File: config.mk
export PLATFORM = sky130hd
export DESIGN_NAME = fault_injector
export DESIGN_NICKNAME = d
export VERILOG_FILES = /design/src/rtl/fault_inj_pkg.sv /design/src/rtl/fi_lfsr.sv /design/src/rtl/fault_injector.sv
export SDC_FILE = /design/constraint.sdc
export NUM_CORES = 1
export LEC_CHECK = 0
export CAP_MARGIN = 30
export CORE_MARGIN = 2
export CORE_UTILIZATION = 49
export DETAILED_ROUTE_END_ITERATION = 6
export PLACE_DENSITY = 0.86
export SETUP_SLACK_MARGIN = 0.3
export SYNTH_ARGS = -nofsm -noshare
export SYNTH_HDL_FRONTEND = slang
export SYNTH_SLANG_ARGS = --single-unit
File: constraint.sdc
create_clock -name clk_i -period 5.3 [get_ports clk_i]
set_input_delay 1.06 -clock clk_i [delete_from_list [all_inputs] [get_ports clk_i]]
set_output_delay 1.06 -clock clk_i [all_outputs]
set_load 0.01 [all_outputs]
File: src/rtl/fault_inj_pkg.sv
// -----------------------------------------------------------------------------
// fault_inj_pkg
// Shared types and constants for the fault-injection controller.
//   fi_mode_e    : fault type applied to the selected target register
//   fi_state_e   : campaign sequencer states
//   FI_LFSR_TAPS : default feedback taps of the 32-bit Galois LFSR
//   fi_lfsr_next : one Galois LFSR step (right shift, conditional tap XOR)
// -----------------------------------------------------------------------------
package fault_inj_pkg;

   typedef enum logic [1:0] {
      FI_FLIP   = 2'd0,
      FI_DFLIP  = 2'd1,
      FI_STUCK0 = 2'd2,
      FI_STUCK1 = 2'd3
   } fi_mode_e;

   typedef enum logic [2:0] {
      ST_IDLE    = 3'd0,
      ST_DELAY   = 3'd1,
      ST_INJECT  = 3'd2,
      ST_OBSERVE = 3'd3,
      ST_DONE    = 3'd4
   } fi_state_e;

   localparam logic [31:0] FI_LFSR_TAPS = 32'h8020_0003;

   // Galois form: the bit shifted out of position 0 decides whether the taps
   // are folded back into the shifted state.
   function automatic logic [31:0] fi_lfsr_next(input logic [31:0] cur,
                                                input logic [31:0] taps);
      logic [31:0] nxt;
      nxt = {1'b0, cur[31:1]};
      if (cur[0]) begin
         nxt = nxt ^ taps;
      end else begin
         nxt = nxt;
      end
      return nxt;
   endfunction

endpackage

File: src/rtl/fi_lfsr.sv
// -----------------------------------------------------------------------------
// fi_lfsr
// 32-bit Galois LFSR used to pick random injection targets and bit positions.
// Ports:
//   clk_i   : clock
//   rst_ni  : asynchronous active-low reset, loads SEED
//   en_i    : advance one step per cycle while high
//   state_o : current LFSR state (registered)
// Parameters:
//   SEED : reset value, must be non-zero or the register locks up at zero
//   TAPS : feedback polynomial mask
// -----------------------------------------------------------------------------
module fi_lfsr
   import fault_inj_pkg::*;
#(
   parameter logic [31:0] SEED = 32'hACE1_0001,
   parameter logic [31:0] TAPS = FI_LFSR_TAPS
) (
   input  logic        clk_i,
   input  logic        rst_ni,
   input  logic        en_i,
   output logic [31:0] state_o
);

   logic [31:0] lfsr_r;

   // LFSR state register, advanced by one Galois step when enabled.
   always_ff @(posedge clk_i or negedge rst_ni) begin
      if (!rst_ni) begin
         lfsr_r <= SEED;
      end else if (en_i) begin
         lfsr_r <= fi_lfsr_next(lfsr_r, TAPS);
      end else begin
         lfsr_r <= lfsr_r;
      end
   end

   assign state_o = lfsr_r;

endmodule

File: src/rtl/fault_injector.sv
// -----------------------------------------------------------------------------
// fault_injector
// Cycle-exact fault-injection controller. After a programmable delay it forces
// a corrupted value onto one architectural register for a programmable number
// of cycles, then watches the fault-tolerance monitor and reports whether and
// how quickly the fault was detected.
//
// Build option:
//   FI_RANDOM_EN : when defined, target and bit are drawn from a free-running
//                  32-bit LFSR at start acceptance; target_sel_i / bit_sel_i
//                  are ignored. When undefined, the select inputs are latched.
//
// Ports:
//   clk_i          : clock
//   rst_ni         : asynchronous active-low reset
//   start_i        : campaign start, only looked at while idle
//   mode_i         : fault type (FLIP, DFLIP, STUCK0, STUCK1)
//   delay_i        : cycles from start to injection
//   hold_i         : injection length in cycles (0 behaves as 1)
//   target_sel_i   : target register index
//   bit_sel_i      : bit index inside the target
//   target_data_i  : live values of all targets, target k at [k*DW +: DW]
//   detect_i       : error flag from the fault-tolerance monitor
//   inj_valid_o    : force request active
//   inj_target_o   : target index being forced
//   inj_data_o     : value to force (zero outside injection)
//   busy_o         : campaign in progress
//   done_o         : one-cycle end-of-campaign pulse
//   detected_o     : last campaign saw a detection
//   latency_o      : cycles from first force cycle to first detection
//   error_count_o  : saturating count of detect_i rising edges
// -----------------------------------------------------------------------------
module fault_injector
   import fault_inj_pkg::*;
#(
   parameter int unsigned NUM_TARGETS = 8,
   parameter int unsigned DATA_WIDTH  = 32,
   parameter int unsigned OBS_CYCLES  = 64,
   parameter logic [31:0] LFSR_SEED   = 32'hACE1_0001
) (
   input  logic                              clk_i,
   input  logic                              rst_ni,
   input  logic                              start_i,
   input  logic [1:0]                        mode_i,
   input  logic [15:0]                       delay_i,
   input  logic [7:0]                        hold_i,
   input  logic [$clog2(NUM_TARGETS)-1:0]    target_sel_i,
   input  logic [$clog2(DATA_WIDTH)-1:0]     bit_sel_i,
   input  logic [NUM_TARGETS*DATA_WIDTH-1:0] target_data_i,
   input  logic                              detect_i,
   output logic                              inj_valid_o,
   output logic [$clog2(NUM_TARGETS)-1:0]    inj_target_o,
   output logic [DATA_WIDTH-1:0]             inj_data_o,
   output logic                              busy_o,
   output logic                              done_o,
   output logic                              detected_o,
   output logic [15:0]                       latency_o,
   output logic [15:0]                       error_count_o
);

   localparam int unsigned TW = $clog2(NUM_TARGETS);
   localparam int unsigned BW = $clog2(DATA_WIDTH);
   localparam int unsigned OW = $clog2(OBS_CYCLES + 1);
   localparam logic [OW-1:0]         OBS_LAST = OW'(OBS_CYCLES - 1);
   localparam logic [DATA_WIDTH-1:0] ONE_HOT0 = {{(DATA_WIDTH-1){1'b0}}, 1'b1};

   // ---------------------------------------------------------------------
   // State and datapath registers
   // ---------------------------------------------------------------------
   fi_state_e             state_r;
   fi_state_e             state_nxt_s;
   fi_mode_e              mode_r;
   logic [TW-1:0]         target_r;
   logic [BW-1:0]         bit_r;
   logic [7:0]            hold_r;
   logic [15:0]           delay_cnt_r;
   logic [7:0]            hold_cnt_r;
   logic [OW-1:0]         obs_cnt_r;
   logic [DATA_WIDTH-1:0] orig_r;
   logic [15:0]           lat_cnt_r;
   logic [15:0]           latency_r;
   logic                  detected_r;
   logic                  det_d_r;
   logic [15:0]           err_cnt_r;

   // ---------------------------------------------------------------------
   // Combinational helpers
   // ---------------------------------------------------------------------
   logic                  start_acc_s;
   logic                  delay_end_s;
   logic                  det_window_s;
   logic                  new_det_s;
   logic [TW-1:0]         sel_target_s;
   logic [BW-1:0]         sel_bit_s;
   logic [BW-1:0]         bit_nxt_s;
   logic [DATA_WIDTH-1:0] live_s;
   logic [DATA_WIDTH-1:0] flip_mask_s;
   logic [DATA_WIDTH-1:0] pair_mask_s;
   logic [DATA_WIDTH-1:0] inj_data_s;
   logic                  inj_valid_s;
   logic                  busy_s;
   logic                  done_s;

   assign start_acc_s  = (state_r == ST_IDLE) && start_i;
   assign delay_end_s  = (state_r == ST_DELAY) && (delay_cnt_r == 16'd0);
   assign det_window_s = (state_r == ST_INJECT) || (state_r == ST_OBSERVE);
   assign new_det_s    = det_window_s && detect_i && !detected_r;

   // DATA_WIDTH is a power of two, so the natural wrap of the BW-bit add
   // gives (b+1) mod DATA_WIDTH for the adjacent-double flip.
   assign bit_nxt_s = bit_r + BW'(1'b1);
   assign live_s    = target_data_i[target_r*DATA_WIDTH +: DATA_WIDTH];

`ifdef FI_RANDOM_EN
   logic [31:0] lfsr_s;

   fi_lfsr #(
      .SEED (LFSR_SEED),
      .TAPS (FI_LFSR_TAPS)
   ) u_lfsr (
      .clk_i   (clk_i),
      .rst_ni  (rst_ni),
      .en_i    (1'b1),
      .state_o (lfsr_s)
   );

   assign sel_target_s = lfsr_s[TW-1:0];
   assign sel_bit_s    = lfsr_s[16 +: BW];
`else
   assign sel_target_s = target_sel_i;
   assign sel_bit_s    = bit_sel_i;
`endif

   // ---------------------------------------------------------------------
   // FSM
   // ---------------------------------------------------------------------

   // Campaign state register.
   always_ff @(posedge clk_i or negedge rst_ni) begin
      if (!rst_ni) begin
         state_r <= ST_IDLE;
      end else begin
         state_r <= state_nxt_s;
      end
   end

   // Next-state decode; OBSERVE also ends at once when the detection already
   // happened during INJECT, so it lasts a single cycle in that case.
   always_comb begin
      state_nxt_s = state_r;
      case (state_r)
         ST_IDLE: begin
            if (start_i) begin
               state_nxt_s = ST_DELAY;
            end else begin
               state_nxt_s = ST_IDLE;
            end
         end
         ST_DELAY: begin
            if (delay_cnt_r == 16'd0) begin
               state_nxt_s = ST_INJECT;
            end else begin
               state_nxt_s = ST_DELAY;
            end
         end
         ST_INJECT: begin
            if (hold_cnt_r == 8'd0) begin
               state_nxt_s = ST_OBSERVE;
            end else begin
               state_nxt_s = ST_INJECT;
            end
         end
         ST_OBSERVE: begin
            if (detect_i || detected_r || (obs_cnt_r == {OW{1'b0}})) begin
               state_nxt_s = ST_DONE;
            end else begin
               state_nxt_s = ST_OBSERVE;
            end
         end
         ST_DONE: begin
            state_nxt_s = ST_IDLE;
         end
         default: begin
            state_nxt_s = ST_IDLE;
         end
      endcase
   end

   // Status outputs decoded from the state register only, so they are glitch
   // free and drop together with the asynchronous reset.
   always_comb begin
      inj_valid_s = 1'b0;
      busy_s      = 1'b0;
      done_s      = 1'b0;
      case (state_r)
         ST_IDLE: begin
            inj_valid_s = 1'b0;
            busy_s      = 1'b0;
            done_s      = 1'b0;
         end
         ST_DELAY: begin
            busy_s = 1'b1;
         end
         ST_INJECT: begin
            inj_valid_s = 1'b1;
            busy_s      = 1'b1;
         end
         ST_OBSERVE: begin
            busy_s = 1'b1;
         end
         ST_DONE: begin
            busy_s = 1'b1;
            done_s = 1'b1;
         end
         default: begin
            inj_valid_s = 1'b0;
            busy_s      = 1'b0;
            done_s      = 1'b0;
         end
      endcase
   end

   // ---------------------------------------------------------------------
   // Datapath
   // ---------------------------------------------------------------------

   // Campaign configuration latched at start acceptance.
   always_ff @(posedge clk_i or negedge rst_ni) begin
      if (!rst_ni) begin
         mode_r   <= FI_FLIP;
         hold_r   <= 8'd0;
         target_r <= {TW{1'b0}};
         bit_r    <= {BW{1'b0}};
      end else if (start_acc_s) begin
         mode_r   <= fi_mode_e'(mode_i);
         hold_r   <= hold_i;
         target_r <= sel_target_s;
         bit_r    <= sel_bit_s;
      end else begin
         mode_r   <= mode_r;
         hold_r   <= hold_r;
         target_r <= target_r;
         bit_r    <= bit_r;
      end
   end

   // Phase counters and the snapshot of the target taken on the last DELAY
   // cycle. Hold is loaded as max(hold,1)-1 so a zero hold still forces once.
   always_ff @(posedge clk_i or negedge rst_ni) begin
      if (!rst_ni) begin
         delay_cnt_r <= 16'd0;
         hold_cnt_r  <= 8'd0;
         obs_cnt_r   <= {OW{1'b0}};
         orig_r      <= {DATA_WIDTH{1'b0}};
      end else if (start_acc_s) begin
         delay_cnt_r <= delay_i;
      end else if (state_r == ST_DELAY) begin
         if (delay_cnt_r != 16'd0) begin
            delay_cnt_r <= delay_cnt_r - 16'd1;
         end else begin
            orig_r     <= live_s;
            hold_cnt_r <= (hold_r == 8'd0) ? 8'd0 : (hold_r - 8'd1);
         end
      end else if (state_r == ST_INJECT) begin
         if (hold_cnt_r != 8'd0) begin
            hold_cnt_r <= hold_cnt_r - 8'd1;
         end else begin
            obs_cnt_r <= OBS_LAST;
         end
      end else if (state_r == ST_OBSERVE) begin
         if (obs_cnt_r != {OW{1'b0}}) begin
            obs_cnt_r <= obs_cnt_r - OW'(1'b1);
         end else begin
            obs_cnt_r <= obs_cnt_r;
         end
      end else begin
         delay_cnt_r <= delay_cnt_r;
      end
   end

   // Latency stopwatch: zero on the first INJECT cycle, then counts up
   // (saturating) for as long as a detection may still be recorded.
   always_ff @(posedge clk_i or negedge rst_ni) begin
      if (!rst_ni) begin
         lat_cnt_r <= 16'd0;
      end else if (delay_end_s) begin
         lat_cnt_r <= 16'd0;
      end else if (det_window_s && (lat_cnt_r != 16'hFFFF)) begin
         lat_cnt_r <= lat_cnt_r + 16'd1;
      end else begin
         lat_cnt_r <= lat_cnt_r;
      end
   end

   // Detection result, cleared by the next accepted start and frozen at the
   // first raw detect_i seen during INJECT or OBSERVE.
   always_ff @(posedge clk_i or negedge rst_ni) begin
      if (!rst_ni) begin
         detected_r <= 1'b0;
         latency_r  <= 16'd0;
      end else if (start_acc_s) begin
         detected_r <= 1'b0;
         latency_r  <= 16'd0;
      end else if (new_det_s) begin
         detected_r <= 1'b1;
         latency_r  <= lat_cnt_r;
      end else begin
         detected_r <= detected_r;
         latency_r  <= latency_r;
      end
   end

   // Rising-edge counter for detect_i, active in every state, saturating.
   always_ff @(posedge clk_i or negedge rst_ni) begin
      if (!rst_ni) begin
         det_d_r   <= 1'b0;
         err_cnt_r <= 16'd0;
      end else begin
         det_d_r <= detect_i;
         if (detect_i && !det_d_r && (err_cnt_r != 16'hFFFF)) begin
            err_cnt_r <= err_cnt_r + 16'd1;
         end else begin
            err_cnt_r <= err_cnt_r;
         end
      end
   end

   // Corrupted value. Flips act on the snapshot; stuck-at faults act on the
   // live slice so they follow the register while it keeps changing.
   always_comb begin
      flip_mask_s = ONE_HOT0 << bit_r;
      pair_mask_s = flip_mask_s | (ONE_HOT0 << bit_nxt_s);
      inj_data_s  = {DATA_WIDTH{1'b0}};
      if (state_r == ST_INJECT) begin
         case (mode_r)
            FI_FLIP:   inj_data_s = orig_r ^ flip_mask_s;
            FI_DFLIP:  inj_data_s = orig_r ^ pair_mask_s;
            FI_STUCK0: inj_data_s = live_s & ~flip_mask_s;
            FI_STUCK1: inj_data_s = live_s | flip_mask_s;
            default:   inj_data_s = orig_r;
         endcase
      end else begin
         inj_data_s = {DATA_WIDTH{1'b0}};
      end
   end

   assign inj_valid_o   = inj_valid_s;
   assign inj_target_o  = target_r;
   assign inj_data_o    = inj_data_s;
   assign busy_o        = busy_s;
   assign done_o        = done_s;
   assign detected_o    = detected_r;
   assign latency_o     = latency_r;
   assign error_count_o = err_cnt_r;

endmodule

Word-level counts from Yosys, hierarchy flattened

Cells that the tools add are included.

Equal/unequal tests: 11
Reductions and logical operators: 34
Shift operators: 3
Bitwise operators: 9
Add/sub/neg operators: 7
Mux-type cells: 28

Operators with widths:

| cell                                                                 | number |
|---|---|
| 256-bit by 9-bit variable part select with 32-bit output             | 1 |
| 32-bit one-hot mux with 4 select lines                               | 1 |
| 16-bit 2-to-1 mux                                                    | 7 |
| 32-bit bitwise OR                                                    | 2 |
| 1-bit by 5-bit << shifter with 32-bit output, first input constant   | 2 |
| 32-bit bitwise XOR                                                   | 2 |
| 8-bit 2-to-1 mux                                                     | 5 |
| 16-bit by 1-bit adder with 16-bit output, second input constant      | 2 |
| 32-bit bitwise AND                                                   | 1 |
| 32-bit 2-to-1 mux                                                    | 1 |
| 16-bit != test, second input constant                                | 2 |
| 32-bit inverter                                                      | 1 |
| 7-bit 2-to-1 mux                                                     | 4 |
| 16-bit logical NOT                                                   | 1 |
| 8-bit logical NOT                                                    | 2 |
| 16-bit nonzero test                                                  | 1 |
| 2-bit nonzero test                                                   | 8 |
| 16-bit by 1-bit subtractor with 16-bit output, second input constant | 1 |
| 8-bit by 1-bit subtractor with 8-bit output, second input constant   | 2 |
| 3-bit one-hot mux with 4 select lines                                | 1 |
| 8-bit nonzero test                                                   | 1 |
| 1-bit logical AND                                                    | 7 |
| 7-bit logical NOT                                                    | 1 |
| 1-bit 2-to-1 mux                                                     | 7 |
| 21 further kinds                                                     | 29 |

Register bits: 134

Depth between registers and ports, before layout

Gate-level depths: netlist (run 1).

Depth in word-level cells: 6
Mapped depth: 9

Worst setup path after synthesis (run 1)

OpenSTA, ideal clock, no wires.

Path type: reg-to-output
Start: register target_r[1], in the netlist inj_target_o[1]
End: output port inj_data_o[16]
Cell stages (with the launch flop): 10
Slack: 2.143 ns
Required time: 4.240 ns
Buffers on the path: 4
Data arrival time: 2.097 ns
Path through: dfrtp_1 clkbuf_1 buf_4 buf_2 buf_4 nor2_1 a22oi_1 o211ai_1 o21a_1 o32ai_1

Word-level cells in the longest chain between the ends: 4
Elaborated cells between the ends (all ways): 5
Classes of those cells: shift (1); mux (2); bitwise (2)

RTL lines:

| item                                                           | line                                         | RTL |
|---|---|---|
| start, declared                                                | fault_injector.sv:73                         | `logic [TW-1:0] target_r;` |
| start signal, assigned                                         | fault_injector.sv:232                        | `target_r <= {TW{1'b0}};` |
| start signal, assigned                                         | fault_injector.sv:237                        | `target_r <= sel_target_s;` |
| start signal, assigned                                         | fault_injector.sv:242                        | `target_r <= target_r;` |
| 256-bit by 9-bit variable part select with 32-bit output (*)   | fault_injector.sv:112                        | `assign live_s = target_data_i[target_r*DATA_WIDTH +: DATA_WIDTH];` |
| 32-bit bitwise OR / 32-bit bitwise AND (equally long branches) | fault_injector.sv:339, fault_injector.sv:338 |  |
| 32-bit one-hot mux with 4 select lines (*)                     | fault_injector.sv:335                        | `case (mode_r)` |
| 32-bit 2-to-1 mux (*)                                          | fault_injector.sv:334                        | `if (state_r == ST_INJECT) begin` |
| end, declared                                                  | fault_injector.sv:53                         | `output logic [DATA_WIDTH-1:0] inj_data_o,` |

Mark *: on every way between the ends. The rest lies on a longest branch, timed or not.

Worst setup path in the final report (run 1)

Start: register state_r[2]
End: output port inj_data_o[0]

Word-level cells in the longest chain between the ends: 2

RTL lines:

| item                                     | line                  | RTL |
|---|---|---|
| start, declared                          | fault_injector.sv:70  | `fi_state_e state_r;` |
| start signal, assigned                   | fault_injector.sv:143 | `state_r <= state_nxt_s;` |
| 3-bit by 2-bit == test with 1-bit output | fault_injector.sv:334 |  |
| 32-bit 2-to-1 mux                        | fault_injector.sv:334 |  |

Every way passes these cells.

==> results.md, run 1 <==
* Post-synth EDFFs at 0
* CTS H-tree lvls at 4
* Critical Path End Type: output pin
* Final Hold Viols at 0
* Avg Cell Area, Syn at 9.369 um2
* Yosys reg bits at 134
* Worst hold margin at 0.4908 ns
* Peak supply drop at roughly 0.00022 V
* Post-layout util at between 70% and 80%
* Fin crit share at 89.39%
* Routability Congestion at 0.9569
* Die area at 20680 um2
* Maximum root-to-sink buffer count at 2
* Post-layout nets at 1645
* Commonest non-fill, non-tap cell in the layout: clkdlybuf4s50_1
* Largest net degree at the start of global routing at 94
* Hold_buf cts at 0
* Num CTS Buffers at 17
* Final ANT Viol Nets at 0
* Grt total ovfl at 0
* CORE AREA at 19330 um2
* Final wirelength at 34.83 mm
* Die Wd at 143.8 um
* Clk Latency, worst-skew pair at 0.42 ns
* WL/cell at 21.33 um
* DR vias/cell at between 5 and 6
* Power density cells at 369.3 nW/um2
* Syn_nets at 1324
* Static leakage at about 5.4 nW
* Slew Limit Fails at 0
* Pre-CTS WS at between 1 and 1.5 ns
* Crit path kind: register to output pin
* Num ports at 365
* Worst-path clk slew at around 0.060 ns
* Tot GR Track Use at approximately 33%
* Initial antenna violation count at 12
* TritonRoute pass-1 iters at 7
* # rows at 51
* Height of the die at 143.8 um
* Post-synthesis async set-or-reset flop share at between 90% and 100%
* Initial DRC Count at between 800 and 900
* Via count at ~10000
* Post-CTS Resized at 0
* Maxcap violations at 0
* RSZ-0062 raised after global routing: no
* Tightest Pin Transition at 0.9296 ns
* Worst Clk Skew at 0.009449 ns
* DRC Markers at 0
* Worst Hold Class: register to register
* Initial Utilization at between 40% and 50%
* Period minus WS final at 4.738 ns
* Status: completed
* FMAX at 211.1 MHz
* Port Buffers at 364
* Gate count of the mapped netlist at 1022
* CP Launch Type: register
* Cell variety after synth at 70
* CTS tree: yes
* Mapped Area at 9575 um2
* Post-CTS Setup Inserts at 0
* Hpwl dp at about 27 mm
* Vias in the first global route at 9221
* Area growth syn-to-layout at 46.20%
* Setup ws final at 0.5621 ns
* Max-Slew Margin vs Limit at 38.02%
* First-pass GRT wire length at 51.85 mm
* Setup TNS at 0 ns
* Endpoints failing setup at 0
* Seq/Total Area, Yosys at 35.02%
* Crit path max fanout at 20
* Commonest cells after routing, fill and taps aside: clkdlybuf4s50_1 (363), nand2_1 (188), dfrtp_1 (131)
* Share of post-route cells with drive strength above 1 at 11.28%
* Yosys warning count at 0
* Main synth FF type: dfrtp_1
* Filler cells at roughly 1400
* CTS root buf: clkbuf_16
* Critical path data required time at 4.24 ns
* CP Data Arrival Time at 3.68 ns
* Sink Count at between 100 and 150
through the flow:
step | cell area (um2) | std cells | total power (W)
floorplan | 9575 | 1022 | 0.003200
global placement | 13350 | 1588 | 0.003858
detailed placement | 13350 | 1588 | 0.003930
CTS | 13950 | 1620 | 0.005134
global route | 13990 | 1628 | 0.005461
finish | 14000 | 1633 | 0.005170
routing by layer:
metal	vias up	share of wire (%)	GRT usage [%]
met5	-	0.066	0
met4	4	4.8	16.25
met3	91	8.6	8.564
met2	521	49	53.03
met1	4748	38	42.33
li1	4404	-	-
final cells by class:
cell class / count / area, um2 / area share (%)
tap: 265 / 331.6 / 2.368
clock inverter: 11 / 122.6 / 0.8759
clock buffer: 21 / 480.5 / 3.432
sequential: 134 / 3359 / 24.00
inverter: 13 / 48.80 / 0.3486
timing repair buffer: 376 / 3747 / 26.77
antenna: 12 / 30.03 / 0.2145
multi-input combinational: 801 / 5879 / 42.00
critical path, cell delays in order (launching register included):
cell	delay, ns
dfrtp_1	0.48
or3b_2	0.62
inv_1	0.41
nand2_1	0.61
o32ai_1	0.49
clkdlybuf4s50_1	0.66
cells in the mapped netlist (5+ instances only):
library cell	count	area share [%]
nand2_1	188	7.4
dfrtp_1	134	35
nor2_1	74	2.9
o21ai_0	70	3.7
mux4_2	62	15
clkbuf_1	58	2.3
xnor2_1	43	3.9
a21oi_1	35	1.8
mux2i_1	33	3.4
xor2_1	28	2.6
nor3_1	24	1.3
nand3_1	22	1.1
o22ai_1	21	1.4
mux2_2	19	2.2
o21a_1	14	1.1
inv_1	13	0.51
nand4_1	13	0.85
o211ai_1	11	0.86
or3_1	11	0.72
nor4_1	10	0.65
nand2b_1	9	0.59
ha_1	8	1.0
and3_1	7	0.46
buf_2	7	0.37
a31oi_1	6	0.39
nand3b_1	6	0.47
nor2b_1	6	0.39
o221ai_1	6	0.55
o31ai_1	6	0.47
buf_4	5	0.39
nor3b_1	5	0.39
or4_1	5	0.39
kinds of logic (layout without fill, tap and decap cells):
group | after synthesis | count (layout) | share of synthesized area [%]
other cells | 0 | 12 | 0
fa+ha+maj | 8 | 8 | 1.045
compound gates | 199 | 199 | 13.05
simple gates | 408 | 408 | 20.27
mux | 115 | 115 | 20.42
xor+xnor | 71 | 71 | 6.494
buf+inv | 87 | 421 | 3.698
flops | 134 | 134 | 35.02
state kept, by name, indices dropped and copies added (netlist names):
| register | count |
|---|---|
| inj_target_o | 3 |
| delay_cnt_r | 16 |
| obs_cnt_r | 7 |
| error_count_o | 16 |
| mode_r | 2 |
| state_r | 3 |
| bit_r | 5 |
| hold_cnt_r | 8 |
| orig_r | 32 |
| detected_o | 1 |
| det_d_r | 1 |
| latency_o | 16 |
| hold_r | 8 |
| lat_cnt_r | 16 |
final timing paths:
path                                     start              end  slack [ns]  depth (start not counted)
worst max-delay path                state_r[2]    inj_data_o[0]        0.56                          5
max in group asynchronous               rst_ni  inj_target_o[1]        3.38                          2
worst max register to register  delay_cnt_r[0]        orig_r[3]        2.38                          6
worst min-delay path                 orig_r[4]        orig_r[4]        0.49                          2
min in group asynchronous               rst_ni     latency_o[9]        0.72                          1
worst min register to register       orig_r[4]        orig_r[4]        0.49                          2
power breakdown:
group	internal, W	total, W	switching [W]	leakage [nW]
Clock	0.000743	0.00120	0.000454	0.299
Sequential	0.00119	0.00160	0.000408	1.64
Combinational	0.00126	0.00238	0.00112	3.51
Total	0.00319	0.00517	0.00198	5.44
(Power assumes the default switching activity.)
==> run 2, diff against run 1 <==
--- a/config.mk
+++ b/config.mk
@@ -6,10 +6,11 @@
 export NUM_CORES = 1
 export LEC_CHECK = 0
 export CAP_MARGIN = 30
-export CORE_MARGIN = 2
-export CORE_UTILIZATION = 49
+export CORE_AREA = 2 2 143 145
 export DETAILED_ROUTE_END_ITERATION = 6
-export PLACE_DENSITY = 0.86
+export DIE_AREA = 0 0 145 147
+export DONT_BUFFER_PORTS = 1
+export PLACE_DENSITY = 0.61
 export SETUP_SLACK_MARGIN = 0.3
 export SYNTH_ARGS = -nofsm -noshare
 export SYNTH_HDL_FRONTEND = slang
==> run 2 against run 1 <==
Utilization shrank 20 points. Register-to-register slack lost 0.02 ns. Non-clock buffer count shrank 362. Sequential cell count is the same. Clock-buffer cell count grew 1. Clock skew shrank 0.0018 ns. Sequential share of layout area grew 8.2 points. Clock power grew 8%. Global-route usage shrank 4.7 points. Worst setup slack gained 0.61 ns.
==> results.md, run 2 (synthesis results as in run 1) <==
* Status: completed (unchanged)
* CP max-delay cell: o32ai_1 (was clkdlybuf4s50_1)
* Critical Path End Type: output pin (unchanged)
* Fin crit share at 77.94% (was 89.39%)
* Worst path bufs/invs at 1 (was 2)
* Peak supply drop at 0.0003264 V (was 0.0002152 V)
* Routability Congestion at 0.9524 (was 0.9569)
* Worst-path clk slew at 0.06 ns (about the same)
* Switching component of the power at 0.001907 W (was 0.001980 W)
* Final wirelength at 31.07 mm (was 34.83 mm)
* Commonest non-fill, non-tap cell in the layout: nand2_1 (was clkdlybuf4s50_1)
* Hpwl dp at 23.96 mm (was 26.65 mm)
* Via count at 7909 (was 9768)
* Static leakage at 4.081 nW (was 5.441 nW)
* Initial Utilization at 48.25% (was 49.52%)
* Die Wd at 145 um (was 143.8 um)
* Power density cells at 471.9 nW/um2 (was 369.3 nW/um2)
* Setup TNS at 0 ns (unchanged)
* Crit path kind: register to output pin (unchanged)
* First-pass GRT wire length at 46.05 mm (was 51.85 mm)
* Worst Hold Class: input pin to async pin (was register to register)
* Commonest cells after routing, fill and taps aside: nand2_1 (187), dfrtp_1 (131), nor2_1 (74) (was clkdlybuf4s50_1 (363), nand2_1 (188), dfrtp_1 (131))
* DR vias/cell at 6.179 (was 5.982)
* CTS root buf: clkbuf_16 (unchanged)
* FMAX at 242.1 MHz (was 211.1 MHz)
* TritonRoute pass-1 iters at 5 (was 7)
* # rows at 52 (was 51)
* Sink Count at 134 (unchanged)
* Period minus WS final at 4.131 ns (was 4.738 ns)
* Post-layout nets at 1283 (was 1645)
* Initial DRC Count at 538 (was 899)
* Delay-heaviest family, CP: simple AND/OR/NAND/NOR gates (unchanged)
* Max reg flops at 32 (unchanged)
* Port Buffers at 0 (was 364)
* Num ports at 365 (unchanged)
* RSZ-0062 raised after global routing: no (unchanged)
* CP Data Arrival Time at 3.07 ns (was 3.68 ns)
* Vias in the first global route at 7600 (was 9221)
* Critical path data required time at 4.24 ns (about the same)
* Clk Latency, worst-skew pair at 0.43 ns (was 0.42 ns)
* Post-CTS Setup Inserts at 0 (unchanged)
* Most flop-heavy register: orig_r (unchanged)
* Grt total ovfl at 0 (unchanged)
* Tightest Pin Transition at 0.8788 ns (was 0.9296 ns)
* Max-Slew Margin vs Limit at 41.41% (was 38.02%)
* Final non-filler cell total at 1280 (was 1633)
* Switching Fraction at 38.68% (was 38.31%)
* Initial antenna violation count at 26 (was 12)
* Post-CTS Resized at 0 (unchanged)
* Num CTS Buffers at 17 (unchanged)
* Share of post-route cells with drive strength above 1 at 15.39% (was 11.28%)
* Final Hold Viols at 0 (unchanged)
* Combinational share of power at 40.6% (was 46.0%)
* Largest net degree at the start of global routing at 135 (was 94)
* WL/cell at 24.28 um (was 21.33 um)
* Final ANT Viol Nets at 0 (unchanged)
* Height of the die at 147 um (was 143.8 um)
* Maximum root-to-sink buffer count at 2 (unchanged)
* CP Launch Type: register (unchanged)
* Worst Clk Skew at 0.007647 ns (was 0.009449 ns)
* Power Internal at 0.003024 W (was 0.003189 W)
* Maxcap violations at 0 (unchanged)
* Area growth syn-to-layout at 9.107% (was 46.20%)
* DRC Markers at 0 (unchanged)
* Slew Limit Fails at 0 (unchanged)
* Clk pwr share at 26.3% (was 23.2%)
* Inst Count DP at 1232 (was 1588)
* Hold_buf cts at 0 (unchanged)
* Die area at 21320 um2 (was 20680 um2)
* Slowest Stage Delay on Critical Path at 0.64 ns (was 0.66 ns)
* CP Cell Sequence: or3b_2 -> inv_1 -> nand2_1 -> o32ai_1 (was or3b_2 -> inv_1 -> nand2_1 -> o32ai_1 -> clkdlybuf4s50_1)
* CTS tree: yes (unchanged)
* Seq pwr share at 33.1% (was 30.9%)
* Endpoints failing setup at 0 (unchanged)
* CORE AREA at 19840 um2 (was 19330 um2)
* Post-layout util at 52.65% (was 72.41%)
* Crit path max fanout at 14 (was 20)
* CTS H-tree lvls at 4 (unchanged)
* Tot GR Track Use at 28.62% (was 33.31%)
run 2: path summary, 6_finish.rpt:
check	startpoint	endpoint	slack (ns)	cells past startpoint
hold reg to reg	orig_r[13]	orig_r[13]	0.49	2
hold / removal	rst_ni	latency_o[9]	0.33	0
min in group clk_i	orig_r[13]	orig_r[13]	0.49	2
setup reg to reg	delay_cnt_r[0]	orig_r[0]	2.36	6
setup / recovery	state_r[2]	inj_data_o[0]	1.17	4
max in group asynchronous	rst_ni	inj_target_o[0]	4.78	0
run 2: per-layer routing:
layer	part of all wire [%]	vias up	global-route usage, %	wire length (um)
met4	3.8	8	12.33	1195
met1	40	3809	36.20	12280
met5	0.15	-	0	46
met3	8.3	68	8.447	2572
li1	-	3665	-	-
met2	48	359	46.05	14980
run 2: area by class of cell:
cell class | count | area, um2
Clock inverter | 10 | 167.7
Fill cell | 1821 | 9397
Multi-Input combinational cell | 801 | 5882
Inverter | 13 | 48.80
Tap cell | 270 | 337.8
Clock buffer | 22 | 474.2
Sequential cell | 134 | 3359
Timing Repair Buffer | 14 | 137.6
Antenna cell | 16 | 40.04
run 2: metrics by stage:
step | area, um2 | power (W) | setup WS (ns) | hold WS (ns)
detailed placement | 9766 | 0.003626 | 1.654 | 0.4757
global placement | 9718 | 0.003616 | 1.653 | 0.4692
floorplan | 9575 | 0.003200 | 2.143 | 0.4478
global route | 10440 | 0.005227 | 1.000 | 0.3077
CTS | 10410 | 0.004939 | 1.185 | 0.3115
finish | 10450 | 0.004931 | 1.169 | 0.3330
run 2: power groups by stage:
stage	registers [W]	clock network (W)	logic (W)
finish	0.00163	0.00130	0.00200
global route	0.00169	0.00136	0.00218
CTS	0.00163	0.00132	0.00200
detailed placement	0.00164	0	0.00199
global placement	0.00164	0	0.00198
floorplan	0.00136	0	0.00184
==> run 3, diff against run 2 <==
--- a/config.mk
+++ b/config.mk
@@ -10,7 +10,7 @@
 export DETAILED_ROUTE_END_ITERATION = 6
 export DIE_AREA = 0 0 145 147
 export DONT_BUFFER_PORTS = 1
-export PLACE_DENSITY = 0.61
+export PLACE_DENSITY = 0.64
 export SETUP_SLACK_MARGIN = 0.3
 export SYNTH_ARGS = -nofsm -noshare
 export SYNTH_HDL_FRONTEND = slang
==> constraint.sdc (replaced) <==
create_clock -name clk_i -period 3.48 [get_ports clk_i]
set_input_delay 0.696 -clock clk_i [delete_from_list [all_inputs] [get_ports clk_i]]
set_output_delay 0.696 -clock clk_i [all_outputs]
set_load 0.01 [all_outputs]
==> run 3 against run 2 <==
The run now ends with negative hold slack left. Final cell count increased by 3.5%. Largest cell class unchanged. Routed wire length rose by 4.4%. Clock skew up 0.0082 ns. Sequential power grew 40%. Combinational power grew 76%. Global-route usage up 1.5 points. Critical path type unchanged. Non-clock buffer count up 39. Clock power rose by 31%. Total power rose by 52%.
==> results.md, run 3 (synthesis results as in run 1) <==
* Commonest cells after routing, fill and taps aside: nand2_1 (186), dfrtp_1 (128), nor2_1 (74) (was nand2_1 (187), dfrtp_1 (131), nor2_1 (74))
* CTS root buf: clkbuf_16 (unchanged)
* Num CTS Buffers at 17 (unchanged)
* Area growth syn-to-layout at 12.20% (was 9.107%)
* Top sig layer: met5 (unchanged)
* Status: finished with violations (was completed)
* Period minus WS final at 3.192 ns
* Worst r2r path cells at 6 (unchanged)
* Vias in the first global route at 7819 (was 7600)
* Max-Slew Margin vs Limit at 36.58% (was 41.41%)
* Initial Utilization at 48.25% (unchanged)
* Met3 WL at 2.746 mm (was 2.572 mm)
* First-pass GRT wire length at 48.17 mm (was 46.05 mm)
* Worst hold margin at -0.02492 ns (was 0.3330 ns)
* Die area at 21320 um2 (unchanged)
* Initial antenna violation count at 25 (was 26)
* CORE AREA at 19840 um2 (unchanged)
* Maxcap violations at 0 (unchanged)
* Power Internal at 0.004575 W (was 0.003024 W)
* Height of the die at 147 um (unchanged)
* Filler cells at 1816 (was 1821)
* Seq pwr share at 30.6% (was 33.1%)
* Hpwl dp at 25.07 mm (was 23.96 mm)
* Via count at 8221 (was 7909)
* # rows at 52 (unchanged)
* Worst r2r src: delay_cnt_r[0] (unchanged)
* Slew Limit Fails at 0 (unchanged)
* Final Hold Viols at 47 (was 0)
* Setup TNS at 0 ns (unchanged)
* Final wirelength at 32.43 mm (was 31.07 mm)
* RSZ-0062 raised after global routing: yes (was no)
* Tightest Pin Transition at 0.9513 ns (was 0.8788 ns)
* WL/cell at 24.48 um (was 24.28 um)
* Largest net degree at the start of global routing at 135 (unchanged)
* Maximum root-to-sink buffer count at 2 (unchanged)
* Final ANT Viol Nets at 0 (unchanged)
* CP Launch Type: register (unchanged)
* Port Buffers at 0 (unchanged)
* TritonRoute pass-1 iters at 5 (unchanged)
* CTS tree: yes (unchanged)
* Metal-1 WL at 12.50 mm (was 12.28 mm)
* FMAX at 313.3 MHz
* Fin crit share at 91.72%
* Worst Hold Class: input pin to async pin (unchanged)
* Post-layout util at 54.14% (was 52.65%)
* Clk Latency, worst-skew pair at 0.42 ns (was 0.43 ns)
* Tot GR Track Use at 30.09% (was 28.62%)
* Most flop-heavy register: orig_r (unchanged)
* Peak supply drop at 0.0004378 V (was 0.0003264 V)
* Switching component of the power at 0.002924 W (was 0.001907 W)
* Grt total ovfl at 0 (unchanged)
* CTS H-tree lvls at 4 (unchanged)
* Clk pwr share at 22.6% (was 26.3%)
* Critical path data required time at 2.78 ns (was 4.24 ns)
* Combinational share of power at 46.8% (was 40.6%)
* Register area at 3366 um2 (was 3359 um2)
* Failing checks: negative hold slack
* Worst Clk Skew at 0.01581 ns (was 0.007647 ns)
* Endpoints failing setup at 0 (unchanged)
* Static leakage at 4.253 nW (was 4.081 nW)
* Worst-path clk slew at 0.06 ns (about the same)
* Met2 wire length at 15.47 mm (was 14.98 mm)
* Share of post-route cells with drive strength above 1 at 19.67% (was 15.39%)
* Switching Fraction at 38.99% (was 38.68%)
* Multi-input gate area at 5933 um2 (was 5882 um2)
* Sink Count at 134 (unchanged)
* DRC Markers at 0 (unchanged)
* Initial DRC Count at 605 (was 538)
* Critical Path End Type: output pin (unchanged)
* Max reg flops at 32 (unchanged)
* Crit path max fanout at 7 (was 14)
* Die Wd at 145 um (unchanged)
* CP Data Arrival Time at 2.50 ns (was 3.07 ns)
* RR Endpoint: orig_r[3] (was orig_r[0])
* Flop-to-flop setup slack at 0.70 ns (was 2.36 ns)
* Post-layout nets at 1322 (was 1283)
* Num ports at 365 (unchanged)
* Crit path kind: register to output pin (unchanged)
* Routability Congestion at 0.9464 (was 0.9524)
* Power density cells at 698.0 nW/um2 (was 471.9 nW/um2)
* Commonest non-fill, non-tap cell in the layout: nand2_1 (unchanged)
* DR vias/cell at 6.205 (was 6.179)
==> run 3: worst max path at each step <==
| stage | from | to | depth (start not counted) |
|---|---|---|---|
| floorplan | inj_target_o[1] | inj_data_o[16] | 9 |
| global placement | inj_target_o[1] | inj_data_o[30] | 6 |
| detailed placement | inj_target_o[1] | inj_data_o[30] | 6 |
| CTS | inj_target_o[1] | inj_data_o[21] | 7 |
| global route | inj_target_o[1] | inj_data_o[20] | 7 |
| finish | inj_target_o[1] | inj_data_o[28] | 7 |
==> run 3: cell type report <==
| cell class | instances | share of cell area, % |
|---|---|---|
| timing repair buffer | 53 | 4.181 |
| sequential | 134 | 31.33 |
| inverter | 13 | 0.4542 |
| antenna | 23 | 0.5357 |
| clock buffer | 22 | 4.414 |
| clock inverter | 9 | 0.7220 |
| multi-input combinational | 801 | 55.22 |
| tap | 270 | 3.144 |
==> run 3: worst max-delay path, cell delays in order (launching register included) <==
cell	delay [ns]
dfrtp_4	0.55
buf_8	0.19
buf_6	0.14
mux4_2	0.49
mux2_2	0.29
mux2i_1	0.14
o22ai_1	0.11
buf_4	0.16
==> run 3: metal layers <==
metal / vias to the layer above / track usage, %
li1: 3755 / -
met1: 3944 / 38.24
met2: 438 / 48.07
met3: 82 / 6.304
met4: 2 / 17.33
met5: - / 0
==> run 3: power by group through the flow <==
| stage | logic [W] | registers, W | clock network, W |
|---|---|---|---|
| 3_3_place_gp | 0.00324 | 0.00232 | 0 |
| 2_1_floorplan | 0.00281 | 0.00207 | 0 |
| 3_5_place_dp | 0.00328 | 0.00233 | 0 |
| 5_1_grt | 0.00382 | 0.00234 | 0.00180 |
| 6_report | 0.00351 | 0.00229 | 0.00170 |
| 4_1_cts | 0.00344 | 0.00227 | 0.00173 |
==> run 3: through the flow <==
| stage | area [um2] | setup slack, ns | hold WS (ns) | total power, W | std cells |
|---|---|---|---|---|---|
| 5_1_grt | 10720 | 0.2220 | -0.05133 | 0.007958 | 1317 |
| 6_report | 10740 | 0.2881 | -0.02492 | 0.007499 | 1325 |
| 3_5_place_dp | 10010 | 0.4972 | 0.4054 | 0.005608 | 1267 |
| 3_3_place_gp | 10010 | 0.5129 | 0.4058 | 0.005561 | 1267 |
| 2_1_floorplan | 9575 | 0.6868 | 0.4004 | 0.004873 | 1022 |
| 4_1_cts | 10650 | 0.2761 | -0.04729 | 0.007439 | 1301 |
==> run 3: timing repair <==
action | 4_1_cts | 5_1_grt
pin swaps | 0 | 3
hold endpoints to repair | 134 | 134
cloned | 0 | 0
resized for setup | 14 | 10
setup buffers | 3 | 1
endpoints found under the setup margin | 22 | 23
